## config.mk

```make
export PLATFORM = sky130hd
export DESIGN_NAME = sync_multi_edge
export DESIGN_NICKNAME = d
export VERILOG_FILES = /design/src/rtl/sync_pkg.sv /design/src/rtl/sync_ch_edge.sv /design/src/rtl/sync_multi_edge.sv
export SDC_FILE = /design/constraint.sdc
export NUM_CORES = 1
export LEC_CHECK = 0
export CAP_MARGIN = 20
export CORE_MARGIN = 5
export CORE_UTILIZATION = 47
export DETAILED_ROUTE_END_ITERATION = 8
export GPL_TIMING_DRIVEN = 1
export PLACE_DENSITY = 0.79
export SYNTH_ARGS = -nofsm -noshare
export SYNTH_HDL_FRONTEND = slang
export SYNTH_SLANG_ARGS = --single-unit
```

## constraint.sdc

```tcl
create_clock -name clk -period 2.1 [get_ports clk]
set_input_delay 0.63 -clock clk [delete_from_list [all_inputs] [get_ports clk]]
set_output_delay 0.63 -clock clk [all_outputs]
set_load 0.02 [all_outputs]
```

## src/rtl/sync_pkg.sv

```systemverilog
// ============================================================================
// Module : sync_pkg
// Brief  : Shared constants, types and helpers for the multi-channel
//          synchronizer (optional glitch filter: SYNC_FILTER_EN).
// Rev    : 1.0
// ============================================================================
`default_nettype none

package sync_pkg;

    localparam int SYNC_MIN_STAGES = 2;

    // Counter must hold 0..FILTER_LEN-1; sized generously as clog2(FILTER_LEN+1).
    function automatic int sync_cnt_width(input int filter_len);
        return (filter_len < 1) ? 1 : $clog2(filter_len + 1);
    endfunction

    typedef struct packed {
        logic lvl;
        logic rise;
        logic fall;
    } sync_ch_t;

endpackage

`default_nettype wire

```

## src/rtl/sync_ch_edge.sv

```systemverilog
// ============================================================================
// Module : sync_ch_edge
// Brief  : One channel: flop-chain synchronizer, optional glitch filter
//          (SYNC_FILTER_EN) and registered rise/fall strobes.
// Rev    : 1.0
// ============================================================================
`default_nettype none

module sync_ch_edge
    import sync_pkg::*;
#(
    parameter int   STAGES     = 2,
    parameter logic RST_VAL    = 1'b0,
    parameter int   FILTER_LEN = 3
) (
    input  logic     clk,
    input  logic     n_rst,
    input  logic     i_async,
    output sync_ch_t o_ch,
    output logic     o_edge_nxt
);

    if (STAGES < SYNC_MIN_STAGES) begin : g_bad_stages
        $error("sync_ch_edge: STAGES must be >= %0d", SYNC_MIN_STAGES);
    end

    if (FILTER_LEN < 1) begin : g_bad_filter
        $error("sync_ch_edge: FILTER_LEN must be >= 1");
    end

    logic [STAGES-1:0] r_stage;
    logic              w_cand;
    logic              w_lvl;
    logic              w_rise_nxt;
    logic              w_fall_nxt;
    logic              r_rise;
    logic              r_fall;

    always_ff @(posedge clk or negedge n_rst) begin
        if (!n_rst) begin
            r_stage <= {STAGES{RST_VAL}};
        end else begin
            r_stage <= {r_stage[STAGES-2:0], i_async};
        end
    end

    assign w_cand = r_stage[STAGES-1];

`ifdef SYNC_FILTER_EN
    localparam int              CNT_W      = sync_cnt_width(FILTER_LEN);
    localparam logic [CNT_W-1:0] C_CNT_LAST = CNT_W'(FILTER_LEN - 1);

    logic             r_flt;
    logic [CNT_W-1:0] r_cnt;
    logic             w_commit;

    assign w_commit = (w_cand != r_flt) && (r_cnt == C_CNT_LAST);

    // Any return to the filtered level restarts the stability count.
    always_ff @(posedge clk or negedge n_rst) begin
        if (!n_rst) begin
            r_flt <= RST_VAL;
            r_cnt <= '0;
        end else if (w_cand == r_flt) begin
            r_cnt <= '0;
        end else if (w_commit) begin
            r_flt <= w_cand;
            r_cnt <= '0;
        end else begin
            r_cnt <= r_cnt + CNT_W'(1);
        end
    end

    assign w_lvl      = r_flt;
    assign w_rise_nxt = w_commit &  w_cand;
    assign w_fall_nxt = w_commit & ~w_cand;
`else
    // Look one stage ahead so the registered strobe lands with the level change.
    assign w_lvl      = w_cand;
    assign w_rise_nxt =  r_stage[STAGES-2] & ~w_cand;
    assign w_fall_nxt = ~r_stage[STAGES-2] &  w_cand;
`endif

    always_ff @(posedge clk or negedge n_rst) begin
        if (!n_rst) begin
            r_rise <= 1'b0;
            r_fall <= 1'b0;
        end else begin
            r_rise <= w_rise_nxt;
            r_fall <= w_fall_nxt;
        end
    end

    assign o_ch.lvl   = w_lvl;
    assign o_ch.rise  = r_rise;
    assign o_ch.fall  = r_fall;
    assign o_edge_nxt = w_rise_nxt | w_fall_nxt;

endmodule

`default_nettype wire

```

## src/rtl/sync_multi_edge.sv

```systemverilog
// ============================================================================
// Module : sync_multi_edge
// Brief  : WIDTH independent synchronizer channels with rise/fall strobes and
//          a registered any-edge flag (optional glitch filter: SYNC_FILTER_EN).
// Rev    : 1.0
// ============================================================================
`default_nettype none

module sync_multi_edge
    import sync_pkg::*;
#(
    parameter int   WIDTH      = 4,
    parameter int   STAGES     = 2,
    parameter logic RST_VAL    = 1'b0,
    parameter int   FILTER_LEN = 3
) (
    input  logic             clk,
    input  logic             n_rst,
    input  logic [WIDTH-1:0] async_in,
    output logic [WIDTH-1:0] sync_out,
    output logic [WIDTH-1:0] rise,
    output logic [WIDTH-1:0] fall,
    output logic             any_edge
);

    if (WIDTH < 1) begin : g_bad_width
        $error("sync_multi_edge: WIDTH must be >= 1");
    end

    sync_ch_t         w_ch [WIDTH];
    logic [WIDTH-1:0] w_edge_nxt;
    logic             r_any;

    for (genvar gi = 0; gi < WIDTH; gi++) begin : g_ch
        sync_ch_edge #(
            .STAGES     (STAGES),
            .RST_VAL    (RST_VAL),
            .FILTER_LEN (FILTER_LEN)
        ) u_ch (
            .clk        (clk),
            .n_rst      (n_rst),
            .i_async    (async_in[gi]),
            .o_ch       (w_ch[gi]),
            .o_edge_nxt (w_edge_nxt[gi])
        );

        assign sync_out[gi] = w_ch[gi].lvl;
        assign rise[gi]     = w_ch[gi].rise;
        assign fall[gi]     = w_ch[gi].fall;
    end

    // Built from the channels' next-strobe terms so it lines up with rise/fall.
    always_ff @(posedge clk or negedge n_rst) begin
        if (!n_rst) begin
            r_any <= 1'b0;
        end else begin
            r_any <= |w_edge_nxt;
        end
    end

    assign any_edge = r_any;

endmodule

`default_nettype wire

```

Word-level counts from Yosys, hierarchy flattened:

Index checks and enable logic that the tools add are counted.

* bitwise operators: 20
* reductions and logical operators: 1

Operators by type and width (number)
* AND 1 bit: 8
* inverter 1 bit: 8
* bitwise OR 1 bit: 4
* OR reduction 4 bit: 1

* register bits: 17
* input port bits: 6
* output and inout bits: 13
* word-level logic and storage cells: 34

Logic depth before layout (Yosys ltp):

Gate-level depths: netlist of run 1.

* word-level depth: 4
* depth in mapped cells: 3
* depth with buffers taken out: 3

By module:

From an unflattened synthesis of run 1, not the netlist that was laid out.

* cells, all modules: 50
* area, all modules: 668.1 µm²

By module, submodules not included
* sync_ch_edge: instances 4, cells an instance 12, area each 158.9 µm², seq. area each 100.1 µm²
* sync_multi_edge: instances 1, cells an instance 2, area each 32.5 µm², seq. area each 25.0 µm²

Worst setup path after synthesis of run 1:

No wires, ideal clock.

* path kind: reg-to-output
* start: reg g_ch[0].u_ch.r_stage[1]
* end: out sync_out[0]
* arrival time: 0.523 ns
* data required time: 1.470 ns
* path slack: 0.947 ns
* cell stages (with the launch flop): 2
* buffers on the path: 1
* cell sequence: dfrtp_1 -> buf_4

RTL lines
* from (decl): line sync_ch_edge.sv:31 `logic [STAGES-1:0] r_stage;`
* from (signal assigned): line sync_ch_edge.sv:41 `r_stage <= {STAGES{RST_VAL}};`
* from (signal assigned): line sync_ch_edge.sv:43 `r_stage <= {r_stage[STAGES-2:0], i_async};`
* to (decl): line sync_multi_edge.sv:20 `output logic [WIDTH-1:0] sync_out,`

No word-level cell between the ends.

Worst setup path after layout of run 1:

* start: reg g_ch[2].u_ch.r_stage[1]
* end: out sync_out[2]

RTL lines (line)
* from (decl): sync_ch_edge.sv:31
* from (signal assigned): sync_ch_edge.sv:41
* from (signal assigned): sync_ch_edge.sv:43

No word-level cell between the ends.

==> results.cfg, run 1 <==
[worst_hold_path]
min_path_cells = 0
hold_start = g_ch[3].u_ch.r_stage[0]
min_to = g_ch[3].u_ch.r_stage[1]
holdCritPathClass = reg2reg

[clock_tree]
numCtsBuffers = 3
max-clock-path-buffers = 2
cts_tree = yes
clock_latency_ns = 0.28
postCtsHoldBufs = 0
cts_sinks = 17
post_cts_buffers = 0
ctsResizeCount = 0
clock-root-buffer = clkbuf_4
cts_max_level = 1
cts.reportedPaths.clkPinSlew_ns = 0.09

[worst_setup_path]
reg2reg_slack_ns = 1.19
worstReg2RegStart = g_ch[2].u_ch.r_stage[1]
end_kind = output port
crit_chain = clkdlybuf4s50_1
slowest_delay_ns = 0.61
worstSetupPathType = reg2out
cp-start-kind = register
crit_slowest_cell = clkdlybuf4s50_1
path_max_fanout = 3
required_ns = 1.47
timing.critical_path.buf_inv = 1
critical-path-top-delay-family = buffers and inverters
r2r_cells = 3
cp.depth = 1
critPathArrivalTime_ns = 1.28
r2r-end = any_edge

[power]
power.density_nw_per_um2 = 736
peakVddDrop_uv = 446
total_leakage_power_nw = 0.400

[layout]
fillers = 107
finalNetCount = 72
final_layout_size_suffix_gt1_share_pct = 7.02
finish.utilization_pct = 61.1
areaGrowthSynthToFinish_pct = 21.9
antennaDiodeCount = 0

[synth]
yosysWarnings = 0
synth_seq_area_share_pct = 65.3
yosys-top-cells-area = dfrtp_1, ha_1, buf_4
synth_cell_types = 5
yosys.area.top_type = dfrtp_1
syn-mean-instance-area_um2 = 14.2
synth_cells = 46
syn_area_um2 = 652
ys_ff_latch = 17
synth_top_area_share_pct = 65.3
synth_nets = 60

[placement]
io_buffers = 18
gp_congestion = 0.681

[floorplan]
io_pins = 19
coreArea_um2 = 1300
die_area_um2 = 2230
die_x_um = 47.2
std_cell_rows = 13
die_h_um = 47.2
start_util_pct = 50.1

[detailed_routing]
wl_um = 722
ant_nets = 0
vias = 287
wl_per_cell_um = 10.0
drt_pass1_iterations = 1
avgViaCountPerCell = 3.99
drc = 0
first_iter_violations = 0

[sta]
tightest_slew_ns = 0.222
fin_skew_ns = 0.00851
slew_headroom_pct = 85.2
rsz0062_at_grt = false
post-route-period-util_pct = 90.9
fmax_mhz = 524
finalSetupViolCount = 0
layout_min_cycle_time_ns = 1.91
hold_viol_final = 0
slew_viol_final = 0
tns_ns = 0

[flow_run]
maxCapViolCount = 0

[global_route]
grt_pass1_wl_um = 1190
grt_max_degree = 18
grt_pass1_vias = 289
antenna_found_initial = 0
grt.overflow.total = 0
grt_usage_pct = 7.84

[run_status]
status = completed
[registers in the layout (all words and copies together), names as in the netlist]
signal	flops
any_edge	1
g_ch.u_ch.r_stage	8
g_ch.u_ch.r_rise	4
g_ch.u_ch.r_fall	4
[metrics by stage]
| stage | area [µm²] | hold WS [ns] | setup slack (ns) | instances | power, mW |
|---|---|---|---|---|---|
| 3_3_place_gp | 768 | 0.389 | 0.510 | 68 | 0.428 |
| 2_1_floorplan | 652 | 0.334 | 0.947 | 46 | 0.400 |
| 6_report | 795 | 0.411 | 0.192 | 72 | 0.585 |
| 4_1_cts | 795 | 0.409 | 0.184 | 72 | 0.589 |
| 5_1_grt | 795 | 0.434 | 0.127 | 72 | 0.609 |
| 3_5_place_dp | 768 | 0.390 | 0.494 | 68 | 0.431 |
[synthesized netlist by cell type, drive strengths merged]
cell type / number
dfrtp: 17
nand4: 1
ha: 8
buf: 12
inv: 8
[power breakdown]
group          switching (mW)  total, mW  internal, mW
Clock                  0.0889      0.162        0.0735
Sequential            0.00803      0.352         0.344
Combinational          0.0344     0.0706        0.0362
[kinds of logic after synthesis]
logic type	after synthesis	synth area share, %
buffers and inverters	20	18.4
flip-flops	17	65.3
AND/OR/NAND/NOR	1	0.960
adder cells (fa/ha/maj)	8	15.4
[metal layers]
layer | global-route usage [%] | wire (µm) | vias to the layer above
li1 | - | - | 147
met1 | 8.87 | 293 | 127
met2 | 12.6 | 352 | 11
met3 | 2.68 | 67 | 2
met4 | 4.97 | 8 | 0
met5 | 0 | 0 | -
[final cells by class]
cell class	instances	area (µm²)	area share, %
Timing Repair Buffer	19	188	23.6
Clock buffer	4	26.3	3.31
Multi-Input combinational cell	9	106	13.4
Sequential cell	17	425	53.5
Tap cell	15	18.8	2.36
Inverter	8	30.0	3.78
[how the worst max path moves through the flow]
stage                   to                     from
2_1_floorplan  sync_out[0]  g_ch[0].u_ch.r_stage[1]
3_3_place_gp   sync_out[1]  g_ch[1].u_ch.r_stage[1]
3_5_place_dp   sync_out[3]  g_ch[3].u_ch.r_stage[1]
4_1_cts        sync_out[3]  g_ch[3].u_ch.r_stage[1]
5_1_grt        sync_out[2]  g_ch[2].u_ch.r_stage[1]
6_report       sync_out[2]  g_ch[2].u_ch.r_stage[1]
[cell usage in the layout (no fill, tap or decap)]
cell type / count
buf_4: 1
clkbuf_1: 1
clkbuf_4: 3
clkdlybuf4s50_1: 18
dfrtp_1: 17
ha_1: 8
inv_1: 8
nand4_1: 1
Note: power is estimated with default switching activity, not from simulation.
==> run 2, diff against run 1 <==
Settings changed: CORE_UTILIZATION 47 to 50, DONT_BUFFER_PORTS set to 1, PLACE_DENSITY 0.79 to not set.
==> results.cfg, run 2 (synthesized netlist as in run 1, its figures left out) <==
[worst_setup_path]
required_ns = 1.47
critPathArrivalTime_ns = 0.78
r2r-end = any_edge
r2r_cells = 3
worstReg2RegStart = g_ch[2].u_ch.r_stage[1]
end_kind = output port
cp.depth = 0
path_max_fanout = 3
worstSetupPathType = reg2out
crit_path_end = sync_out[3]
cp-startpoint = g_ch[3].u_ch.r_stage[1]
reg2reg_slack_ns = 1.04
cp-start-kind = register

[sta]
hold_viol_final = 0
tightest_slew_ns = 0.353
rsz0062_at_grt = false
slew_viol_final = 0
fmax_mhz = 710
slew_headroom_pct = 76.4
layout_min_cycle_time_ns = 1.41
holdWs_ns = 0.0314
finalSetupViolCount = 0
post-route-period-util_pct = 67.1
tns_ns = 0
fin_skew_ns = 0.00466

[global_route]
grt_max_degree = 18
antenna_found_initial = 0
grt_pass1_wl_um = 1170
grt_usage_pct = 8.60
grt_pass1_vias = 257
grt.overflow.total = 0

[floorplan]
std_cell_rows = 13
die_h_um = 46.1
start_util_pct = 51.4
die_area_um2 = 2130
die_x_um = 46.1
io_pins = 19
coreArea_um2 = 1270

[power]
p_clk_share_pct = 29.8
cell_internal_pwr_mw = 0.424
netSwitchingFraction_pct = 23.0
total_leakage_power_nw = 0.330
power.density_nw_per_um2 = 894
comb_power_share_pct = 2.9
p_sw_mw = 0.127
peakVddDrop_uv = 474
power_frac_seq_pct = 67.2

[detailed_routing]
drt_pass1_iterations = 1
drc = 0
wl_per_cell_um = 13.7
vias = 238
ant_nets = 0
avgViaCountPerCell = 4.41
wl_um = 741
first_iter_violations = 0

[layout]
finalNetCount = 54
regMostFlops = g_ch.u_ch.r_stage
fin_area_um2 = 617
fillers = 118
areaGrowthSynthToFinish_pct = -5.37
finish.utilization_pct = 48.6
multi_input_comb_area_um2 = 106
final_layout_size_suffix_gt1_share_pct = 7.69
mostFrequentLayoutCells = dfrtp_1, inv_1, ha_1
reg_top3 = g_ch.u_ch.r_stage (8), g_ch.u_ch.r_fall (4), g_ch.u_ch.r_rise (4)
seq_area_um2 = 425
antennaDiodeCount = 0
final_common_cell = dfrtp_1
largest_reg_flops = 8

[clock_tree]
clock_latency_ns = 0.28
cts_sinks = 17
clock-root-buffer = clkbuf_4
max-clock-path-buffers = 2
post_cts_buffers = 0
numCtsBuffers = 3
ctsResizeCount = 0
cts_tree = yes
cts.reportedPaths.clkPinSlew_ns = 0.09
cts_max_level = 1

[flow_run]
maxCapViolCount = 0

[placement]
placed_area_um2 = 581
dp_hpwl_um = 564
io_buffers = 0
gp_congestion = 0.625

[run_status]
status = completed

[worst_hold_path]
holdCritPathClass = in2async
run 2: changes by cell type in the layout (fill, tap and decap cells not counted), sizes merged:
cell,change
buf,-1
clkdlybuf4s50,-18
dlygate4sd3,+1
run 2: worst min path at each step:
stage,start,endpoint,depth (start not counted)
2_1_floorplan,n_rst,any_edge,0
3_3_place_gp,n_rst,g_ch[1].u_ch.r_rise,0
3_5_place_dp,n_rst,g_ch[1].u_ch.r_stage[1],0
4_1_cts,n_rst,g_ch[1].u_ch.r_rise,0
5_1_grt,n_rst,g_ch[1].u_ch.r_rise,0
6_report,n_rst,g_ch[1].u_ch.r_rise,0
run 2: power groups by stage:
stage	combinational, mW	sequential, mW	clock (mW)
floorplan	0.0422	0.358	0
global placement	0.0123	0.377	0
detailed placement	0.0130	0.378	0
CTS	0.0131	0.371	0.176
global route	0.0197	0.373	0.194
finish	0.0162	0.371	0.164
run 2: final cells by class:
class	instances	share of cell area, %
sequential	17	69.0
inverter	8	4.87
timing repair buffer	1	1.62
tap	15	3.04
multi-input combinational	9	17.2
clock buffer	4	4.26
run 2: metrics by stage:
stage	cells	power, mW	setup WS (ns)
3_5_place_dp	49	0.391	0.996
6_report	54	0.551	0.691
5_1_grt	54	0.586	0.648
2_1_floorplan	46	0.400	0.947
4_1_cts	53	0.560	0.668
3_3_place_gp	49	0.389	1.01
run 2: metal layers:
| metal | global-route usage (%) | vias up | share of wire (%) |
|---|---|---|---|
| met4 | 8.52 | 0 | 0 |
| met3 | 4.30 | 0 | 9.6 |
| met1 | 8.96 | 116 | 40 |
| li1 | - | 111 | - |
| met2 | 12.1 | 11 | 50 |
| met5 | 0 | - | 0 |
run 2: repair_timing:
item                                   4_1_cts  5_1_grt
endpoints found under the hold margin        0        8
setup endpoints to repair                    0        0
hold buffers                                 0        1
